### config.mk
export PLATFORM = sky130hd
export DESIGN_NAME = sample_framer
export DESIGN_NICKNAME = d
export VERILOG_FILES = /design/src/rtl/sample_framer.sv
export SDC_FILE = /design/constraint.sdc
export NUM_CORES = 1
export LEC_CHECK = 0
export ABC_CLOCK_PERIOD_IN_PS = 5100
export CAP_MARGIN = 10
export CORE_ASPECT_RATIO = 1.4
export CORE_UTILIZATION = 45
export DETAILED_ROUTE_END_ITERATION = 8
export PLACE_DENSITY_LB_ADDON = 0.1
export SLEW_MARGIN = 25
export SYNTH_ARGS = -nofsm -noshare
export SYNTH_HDL_FRONTEND = slang
export SYNTH_SLANG_ARGS = --single-unit
### constraint.sdc
create_clock -name clk_i -period 5.1 [get_ports clk_i]
set_clock_uncertainty 0.15 [all_clocks]
set_input_delay 0.51 -clock clk_i [delete_from_list [all_inputs] [get_ports clk_i]]
set_output_delay 0.51 -clock clk_i [all_outputs]
set_load 0.02 [all_outputs]
### src/rtl/sample_framer.sv
// sample_framer: drops SKIP_LEN ce-qualified samples after a chirp, then frames FRAME_LEN pairs.
// Latency: a captured pair appears on data_*_o one clock after capture when the buffer is empty.
// Backpressure: valid_o/ready_i handshake; pairs arriving with a full buffer and no pop are dropped (sticky overflow_o).
//
// Ports:
//   clk_i, rst_i          : clock and synchronous active-high reset
//   ce_i                  : sample-valid qualifier for chan_a_i/chan_b_i
//   chan_a_i, chan_b_i    : signed ADC channel samples
//   chirp_start_i         : single-cycle ramp-start pulse
//   data_a_o, data_b_o    : framed sample pair (zero when valid_o is low)
//   valid_o, ready_i      : output handshake
//   last_o                : final pair of a frame
//   busy_o                : capture sequencer is not idle
//   overflow_o            : sticky, a pair was dropped
//   frame_cnt_o           : completed-frame counter (wraps)
module sample_framer #(
  parameter int DATA_WIDTH = 12,
  parameter int SKIP_LEN   = 16,
  parameter int FRAME_LEN  = 2048,
  parameter int FIFO_DEPTH = 4
) (
  input  logic                         clk_i,
  input  logic                         rst_i,
  input  logic                         ce_i,
  input  logic signed [DATA_WIDTH-1:0] chan_a_i,
  input  logic signed [DATA_WIDTH-1:0] chan_b_i,
  input  logic                         chirp_start_i,
  output logic signed [DATA_WIDTH-1:0] data_a_o,
  output logic signed [DATA_WIDTH-1:0] data_b_o,
  output logic                         valid_o,
  input  logic                         ready_i,
  output logic                         last_o,
  output logic                         busy_o,
  output logic                         overflow_o,
  output logic [15:0]                  frame_cnt_o
);

  localparam int AW = (FIFO_DEPTH > 1) ? $clog2(FIFO_DEPTH) : 1;
  localparam int EW = 2 * DATA_WIDTH + 1;

  localparam logic [15:0] SKIP_LAST  = 16'(SKIP_LEN - 1);
  localparam logic [15:0] FRAME_LAST = 16'(FRAME_LEN - 1);
  localparam logic [AW:0] DEPTH_C    = (AW + 1)'(FIFO_DEPTH);

  typedef enum logic [1:0] {
    S_IDLE,
    S_SKIP,
    S_CAPTURE
  } state_t;

  state_t      r_state;
  logic [15:0] r_cnt;        // skip count in S_SKIP, sample index in S_CAPTURE
  logic [15:0] r_frame_cnt;

  logic [EW-1:0] r_mem [FIFO_DEPTH];
  logic [AW-1:0] r_wr_ptr;
  logic [AW-1:0] r_rd_ptr;
  logic [AW:0]   r_count;
  logic          r_overflow;

  logic          w_last;
  logic          w_push_req;
  logic          w_push;
  logic          w_pop;
  logic          w_full;
  logic          w_valid;
  logic [EW-1:0] w_head;

  assign w_last     = (r_cnt == FRAME_LAST);
  assign w_push_req = (r_state == S_CAPTURE) && ce_i;
  assign w_valid    = (r_count != '0);
  assign w_full     = (r_count == DEPTH_C);
  assign w_pop      = w_valid && ready_i;
  // A full buffer still takes a pair when the head leaves on the same edge.
  assign w_push     = w_push_req && (!w_full || w_pop);

  // Capture sequencer. The chirp cycle itself never contributes a sample,
  // and a chirp seen while not idle (including the final-sample cycle) is ignored.
  always_ff @(posedge clk_i) begin
    if (rst_i) begin
      r_state     <= S_IDLE;
      r_cnt       <= '0;
      r_frame_cnt <= '0;
    end else begin
      case (r_state)
        S_IDLE: begin
          if (chirp_start_i) begin
            r_cnt <= '0;
            if (SKIP_LEN == 0) begin
              r_state <= S_CAPTURE;
            end else begin
              r_state <= S_SKIP;
            end
          end
        end
        S_SKIP: begin
          if (ce_i) begin
            if (r_cnt == SKIP_LAST) begin
              r_cnt   <= '0;
              r_state <= S_CAPTURE;
            end else begin
              r_cnt <= r_cnt + 16'd1;
            end
          end
        end
        S_CAPTURE: begin
          if (ce_i) begin
            if (w_last) begin
              r_cnt       <= '0;
              r_state     <= S_IDLE;
              r_frame_cnt <= r_frame_cnt + 16'd1;
            end else begin
              r_cnt <= r_cnt + 16'd1;
            end
          end
        end
        default: begin
          r_state <= S_IDLE;
        end
      endcase
    end
  end

  // Storage needs no reset: everything read out is gated by occupancy.
  always_ff @(posedge clk_i) begin
    if (w_push) begin
      r_mem[r_wr_ptr] <= {w_last, chan_a_i, chan_b_i};
    end
  end

  always_ff @(posedge clk_i) begin
    if (rst_i) begin
      r_wr_ptr   <= '0;
      r_rd_ptr   <= '0;
      r_count    <= '0;
      r_overflow <= 1'b0;
    end else begin
      if (w_push) begin
        r_wr_ptr <= r_wr_ptr + 1'b1;
      end
      if (w_pop) begin
        r_rd_ptr <= r_rd_ptr + 1'b1;
      end
      case ({w_push, w_pop})
        2'b10:   r_count <= r_count + 1'b1;
        2'b01:   r_count <= r_count - 1'b1;
        default: r_count <= r_count;
      endcase
      if (w_push_req && !w_push) begin
        r_overflow <= 1'b1;
      end
    end
  end

  assign w_head = r_mem[r_rd_ptr];

  assign valid_o     = w_valid;
  assign data_a_o    = w_valid ? $signed(w_head[2*DATA_WIDTH-1:DATA_WIDTH]) : '0;
  assign data_b_o    = w_valid ? $signed(w_head[DATA_WIDTH-1:0]) : '0;
  assign last_o      = w_valid && w_head[EW-1];
  assign busy_o      = (r_state != S_IDLE);
  assign overflow_o  = r_overflow;
  assign frame_cnt_o = r_frame_cnt;

endmodule

### Word-level counts from Yosys, hierarchy flattened

Memory sizes are Yosys's and may differ from the RTL's. A register that Yosys moved wholly into a read port is not among the register bits.
Index checks and enable logic that the tools add are counted.

* equality and inequality tests: 12
* $add $sub $neg: 6
* reductions and logical operators: 16
* muxes and demuxes: 19

Operators by type and width (count)
* two-way mux 16 bit: 5
* case mux 16 bit (3 select lines): 1
* adder 16 x 1 -> 16 bit (second input constant): 2
* two-way mux 12 bit: 2
* equality test 16 x 11 -> 1 bit (second input constant): 1
* equality test 16 x 4 -> 1 bit (second input constant): 1
* two-way mux 2 bit: 7
* != test 2 bit (second input constant): 5
* case mux 2 bit (3 select lines): 1
* case mux 3 bit (2 select lines): 1
* nonzero test 3 bit: 2
* logical AND 1 bit: 5
* AND reduction 5 bit: 1
* adder 2 x 1 -> 2 bit (second input constant): 2
* equality test 2 x 1 -> 1 bit (second input constant): 2
* equality test 2 bit (second input constant): 2
* AND reduction 4 bit: 1
* nonzero test 2 bit: 2
* adder 3 x 1 -> 3 bit (second input constant): 1
* equality test 3 bit (second input constant): 1
* AND reduction 3 bit: 1
* subtractor 3 x 1 -> 3 bit (second input constant): 1
* logical NOT 1 bit: 2
* logical NOT 2 bit: 1
* 2 further kinds: 3

* bits in writable memories: 100
* output and inout port bits: 44
* bits in registers: 42
* memories kept: 1

Memories
* r_mem: words 4, bits a word 25, rd ports 1, clocked after memory_dff 1, wr ports 1, RTL line 55 `logic [EW-1:0] r_mem [FIFO_DEPTH];`

### Logic depth before layout (Yosys ltp)

Gate-level depths: netlist (run 1).

* word-level depth: 6
* depth in mapped cells: 9
* depth with buffers taken out: 9

### Worst setup path after synthesis (run 1)

OpenSTA, ideal clock, no wires.

* path kind: register to register
* start: register r_count[1]
* end: register r_count[2]
* arrival time: 2.237 ns
* data required time: 4.822 ns
* stages on the path, launching flop included: 9
* setup slack: 2.585 ns
* setup time: 0.128 ns
* cells stage by stage: dfxtp_1 > clkbuf_1 > or3_1 > clkbuf_1 > nand3_1 > fa_1 > or3_1 > a311oi_1 > nor2_1

* word-level cells in the longest chain between the ends: 6

Ends and longest elaborated chain
* start, declared: RTL line 58 `logic [AW:0] r_count;`
* start signal, assigned: RTL line 145 `2'b10: r_count <= r_count + 1'b1;`
* start signal, assigned: RTL line 146 `2'b01: r_count <= r_count - 1'b1;`
* start signal, assigned: RTL line 147 `default: r_count <= r_count;`
* nonzero test 3 bit (*): RTL line 71 `assign w_valid = (r_count != '0);`
* net valid_o: RTL line 30 `output logic valid_o,`
* logical AND 1 bit (*): RTL line 73 `assign w_pop = w_valid && ready_i;`
* logical OR 1 bit: RTL line 75 `assign w_push = w_push_req && (!w_full || w_pop);`
* logical AND 1 bit: RTL line 75
* equality test 2 x 1 -> 1 bit / equality test 2 bit (equally long branches): RTL line 144 `case ({w_push, w_pop})`
* case mux 3 bit (2 select lines) / nonzero test 2 bit (equally long branches)

The timed path passes the listed nets; every way through them passes the cells marked *.
A chain may end at the register's enable or synchronous reset.

==> impl_results.md, run 1 <==
- Power consumption: 2.89 mW
- Slowest stage delay, CP: 0.88 ns
- CP cell instances: buf_4, mux4_2, and2_1, clkdlybuf4s50_1
- Post-synthesis cell count: 439
- Dpl hpwl: 7550 um
- # rows: 50
- Fin crit share: 65.4%
- Largest net degree at the start of global routing: 30
- Post-synthesis async set-or-reset flop share: 0%
- Dpl cells: 676
- Layout cells sized above 1: 14.1%
- Most common cell after layout, fill and taps aside: edfxtp_1
- Post-Syn Nets: 479
- Antenna violations before repair: 0
- Leakage: 2.51 nW
- Flops & latches, synth: 144
- Final net count: 553
- Total GRT Usage: 18.1%
- Die Wd: 101 um
- Most frequent cells in the layout: 100 x edfxtp_1, 72 x clkdlybuf4s50_1, 43 x dfxtp_1
- Worst setup SP type: register
- Ys flop type: edfxtp_1
- Clk_lat worst skew: 0.41 ns
- Area Overhead vs Synth: 24.2%
- Vias in the first global route: 3,772
- Yosys warnings: 0
- Final Cell Area: 0.00772 mm^2
- Io pins: 73
- EDFF count, synth: 100
- Port-buffer cells: 72
- RSZ-0062 raised after global routing: no
- Largest cells by area after synthesis: edfxtp_1 48%, dfxtp_1 14%, mux4_2 9.1%, and2_1 3.4%, ha_1 2.0%
- GPL Wtd Cong: 0.763
- Vias: 3,784
- CTS sink cnt: 144
- Peak Freq: 0.300 GHz
- Buffers inserted by post-CTS timing repair: 0
- DIE HEIGHT: 141 um
- Final Hold Vio Count: 0
- Post-CTS sizing: 0
- Clk slew on worst S/H paths: 0.06 ns
- Slew Limit Fails: 0
- Slew @ Worst Pin: 0.910 ns
- Initial drt markers: 159
- Num CTS Buffers: 17
- Die Area: 0.0143 mm^2
- Final setup fails: 0
- Core Box Area: 0.0135 mm^2
- Worst Path Required: 4.44 ns
- Ratio of total power to cell area: 374 mW/mm^2
- Maxcap violations: 0
- Delay-heaviest family, CP: flip-flops
- Wirelength per Cell: 16.8 um
- Starting Density: 46.2%
- Register area share after synthesis: 62.5%
- Post-synth top area share: 48.3%
- Relative slew margins: 39.2%
- Syn_area_per_cell: 14.2 um^2
- Detailed Routing Iterations Pass 1: 4
- Synth cell types: 51
- HP Class: register to register
- Dominant cell type by area after synthesis: edfxtp_1
- CP Class: register to primary output
- N_diodes: 0
- Placed Area: 0.00709 mm^2
- Finished Layout Cells: 707
- Synth Cell Area: 0.00622 mm^2
- Cts hold-fix bufs: 0
- Slowest stage cell on the critical path: dfxtp_1
- GRT overflow: 0
- Worst EP arrival: 2.67 ns
- VDD IR max: 0.231 mV
- Root buffer cell: clkbuf_16
- Crit path buf inv count: 2
- Worst Setup End Kind: primary output
- Antenna viol nets, final: 0
- Worst hold margin: 0.321 ns
- Max FO, Critical Path: 17
- Vias per cell: 5.35
- Status: finished clean
- Setup TNS: 0 ns
- Global-route wire length before repair: 19,400 um
- Drt drc: 0
- H-tree Lvls: 4
- CTS tree: done
- Final wirelength: 11,900 um
- Clock buffer depth: 2
- Tmin final: 3.33 ns
## area by class of cell
type                            instances  area, um^2
Multi-Input combinational cell        262        2170
Inverter                               10        37.5
Fill cell                            1091        5730
Timing Repair Buffer                   78         766
Clock inverter                         14         205
Sequential cell                       144        3890
Tap cell                              182         228
Clock buffer                           17         425
## Yosys cell counts (3+ instances only)
| cell | n |
|---|---|
| edfxtp_1 | 100 |
| dfxtp_1 | 44 |
| and2_1 | 34 |
| nor2_1 | 26 |
| mux4_2 | 25 |
| nand2_1 | 23 |
| nand3_1 | 15 |
| clkbuf_1 | 14 |
| xnor2_1 | 13 |
| xor2_1 | 13 |
| a211oi_1 | 12 |
| a21oi_1 | 11 |
| ha_1 | 10 |
| inv_1 | 10 |
| nand4_1 | 7 |
| nor3_1 | 6 |
| nor4_1 | 6 |
| and3_1 | 5 |
| nor2b_1 | 5 |
| o21ai_0 | 5 |
| buf_2 | 4 |
| mux2i_1 | 4 |
| nand2b_1 | 4 |
| and4_1 | 3 |
| o211ai_1 | 3 |
| o21a_1 | 3 |
| o221ai_1 | 3 |
| or3_1 | 3 |
| or4_1 | 3 |
## logic make-up after synthesis
logic type,share of synthesized area [%]
flops,62.5
xor+xnor,3.66
simple gates,14.0
fa+ha+maj,2.33
mux,9.88
compound gates,5.09
buf+inv,2.58
## report_power, final
group          switching (mW)  total, mW  internal (mW)
clock network           0.486       1.31          0.827
logic                   0.166      0.285          0.118
registers              0.0159       1.29           1.28
## worst reg2reg max path, cell delays in order, from the launching register on
cell and delay, ns:
dfxtp_1 0.49, or3_1 0.76, nand3_1 0.18, fa_1 0.47
or3_1 0.39, a311oi_1 0.28, nor2_1 0.06
## worst paths after layout
kind / slack (ns) / cells past startpoint / start / to
max: 1.77 / 4 / register / data_a_o[2]
min: 0.32 / 2 / overflow_o / overflow_o
min reg2reg: 0.32 / 2 / overflow_o / overflow_o
max reg2reg: 2.17 / 6 / r_count[1] / r_count[2]
## metrics by stage
| step | setup WS (ns) | util (%) |
|---|---|---|
| floorplan | 2.59 | - |
| global placement | 2.10 | 52.7 |
| detailed placement | 2.11 | 52.7 |
| CTS | 1.65 | 57.4 |
| global route | 1.65 | 57.4 |
| finish | 1.77 | 57.4 |
## sequential cells by signal, summed over array words and instances, names as in the netlist, named ones only
name         cells
frame_cnt_o     16
overflow_o       1
r_cnt           16
r_count          3
r_mem          100
r_rd_ptr         2
r_state          2
r_wr_ptr         2
## layer usage
| metal | up-vias | share of wire [%] | track usage [%] |
|---|---|---|---|
| met5 | - | 0 | 0 |
| met3 | 14 | 3.3 | 4.16 |
| met1 | 1894 | 42 | 21.3 |
| met4 | 0 | 1.2 | 6.64 |
| met2 | 75 | 54 | 31.8 |
| li1 | 1801 | - | - |
Note: power is estimated with default switching activity, not from simulation.
==> run 2, diff against run 1 <==
--- a/config.mk
+++ b/config.mk
@@ -5,7 +5,7 @@
 export SDC_FILE = /design/constraint.sdc
 export NUM_CORES = 1
 export LEC_CHECK = 0
-export ABC_CLOCK_PERIOD_IN_PS = 5100
+export ABC_CLOCK_PERIOD_IN_PS = 3300
 export CAP_MARGIN = 10
 export CORE_ASPECT_RATIO = 1.4
 export CORE_UTILIZATION = 45
==> constraint.sdc (replaced) <==
create_clock -name clk_i -period 3.3 [get_ports clk_i]
set_clock_uncertainty 0.15 [all_clocks]
set_input_delay 0.33 -clock clk_i [delete_from_list [all_inputs] [get_ports clk_i]]
set_output_delay 0.33 -clock clk_i [all_outputs]
set_load 0.02 [all_outputs]
==> impl_results.md, run 2 (same netlist as run 1, synthesis figures left out) <==
- Largest Register: r_mem
- Final setup fails: 0
- Max reg flops: 100
- Largest net degree at the start of global routing: 32
- R2R depth: 8
- Final wirelength: 12,200 um
- Post-CTS sizing: 0
- Root buffer cell: clkbuf_16
- WHS Path Cells: 2
- Final net count: 560
- DIE HEIGHT: 141 um
- Vias per cell: 5.28
- Worst Setup End Kind: primary output
- Area Overhead vs Synth: 25.5%
- Slew Limit Fails: 0
- Port-buffer cells: 72
- H-tree Lvls: 4
- Io pins: 73
- Tmin final: 2.72 ns
- Power consumption: 4.48 mW
- CTS sink cnt: 144
- Final Hold Vio Count: 0
- Num CTS Buffers: 17
- Antenna violations before repair: 0
- Dpl hpwl: 7810 um
- Clock buffer depth: 2
- RSZ-0062 raised after global routing: no
- Core Box Area: 0.0135 mm^2
- Detailed Routing Iterations Pass 1: 4
- Leakage: 2.55 nW
- Antenna viol nets, final: 0
- Placed Area: 0.00717 mm^2
- Dpl cells: 683
- Cts hold-fix bufs: 0
- Status: finished clean
- Wirelength per Cell: 17.0 um
- Die Wd: 101 um
- Peak Freq: 0.367 GHz
- Starting Density: 46.2%
- Fin crit share: 82.5%
- Global-route wire length before repair: 19,800 um
- HP Class: register to register
- Layout cells sized above 1: 15.2%
- # rows: 50
- Max FO, Critical Path: 25
- Worst Path Required: 2.82 ns
- Clk_lat worst skew: 0.40 ns
- GPL Wtd Cong: 0.824
- Clk slew on worst S/H paths: 0.06 ns
- Ratio of total power to cell area: 575 mW/mm^2
- Worst EP arrival: 2.24 ns
- VDD IR max: 0.369 mV
- GRT overflow: 0
- Die Area: 0.0143 mm^2
- CP Class: register to primary output
- Slew @ Worst Pin: 0.825 ns
- CTS tree: done
- Final Cell Area: 0.00780 mm^2
- Buffers inserted by post-CTS timing repair: 0
- Drt drc: 0
- Total GRT Usage: 18.3%
- Worst setup SP type: register
- Setup TNS: 0 ns
- N_diodes: 0
- Final WS setup: 0.578 ns
- Most frequent cells in the layout: 100 x edfxtp_1, 72 x clkdlybuf4s50_1, 43 x dfxtp_1
- Finished Layout Cells: 715
- Vias: 3,776
- Pre-CTS WS: 0.669 ns
- Maxcap violations: 0
- Initial drt markers: 101
- Most common cell after layout, fill and taps aside: edfxtp_1
- Relative slew margins: 44.6%
- Vias in the first global route: 3,911
[run 2: cell count changes in the layout (fill, tap and decap cells not counted), sizes merged]
cell	previous run	this run
inv	15	14
buf	6	13
clkbuf	17	18
clkinv	4	5
[run 2: final timing paths]
kind,from,to,slack [ns]
max,register,data_b_o[1],0.58
max reg2reg,r_state[0],r_count[2],0.73
min reg2reg,overflow_o,overflow_o,0.33
min,overflow_o,overflow_o,0.33
[run 2: area by class of cell]
class                           instances  area, um^2
Clock inverter                         14         205
Fill cell                            1092        5650
Multi-Input combinational cell        262        2170
Tap cell                              182         228
Timing Repair Buffer                   85         843
Clock buffer                           18         429
Sequential cell                       144        3880
Inverter                               10        37.5
[run 2: routing by layer]
metal,routed length [um],GRT usage (%),part of all wire (%),up-vias
met5,0,0,0,-
met1,5120,21.4,42,1871
li1,-,-,-,1819
met4,155,6.18,1.3,0
met3,344,4.26,2.8,13
met2,6540,32.5,54,73
[run 2: through the flow]
stage / util, % / hold slack, ns
after CTS: 58.0 / 0.336
after detailed placement: 53.3 / 0.318
after floorplan: - / 0.279
final: 58.0 / 0.333
after global routing: 58.0 / 0.359
after global placement: 53.3 / 0.320
[run 2: worst max-delay path: stages, from the launching register on]
cell	delay [ns]
dfxtp_2	0.34
buf_12	0.23
mux4_2	0.54
and2_1	0.19
clkdlybuf4s50_1	0.54
[run 2: report_power, final]
part           leakage (nW)  switching, mW  total, mW  internal [mW]
registers              1.25         0.0179       1.99           1.97
logic                 0.993          0.267      0.456          0.189
clock network         0.307          0.756       2.04           1.28
total                  2.55           1.04       4.48           3.44
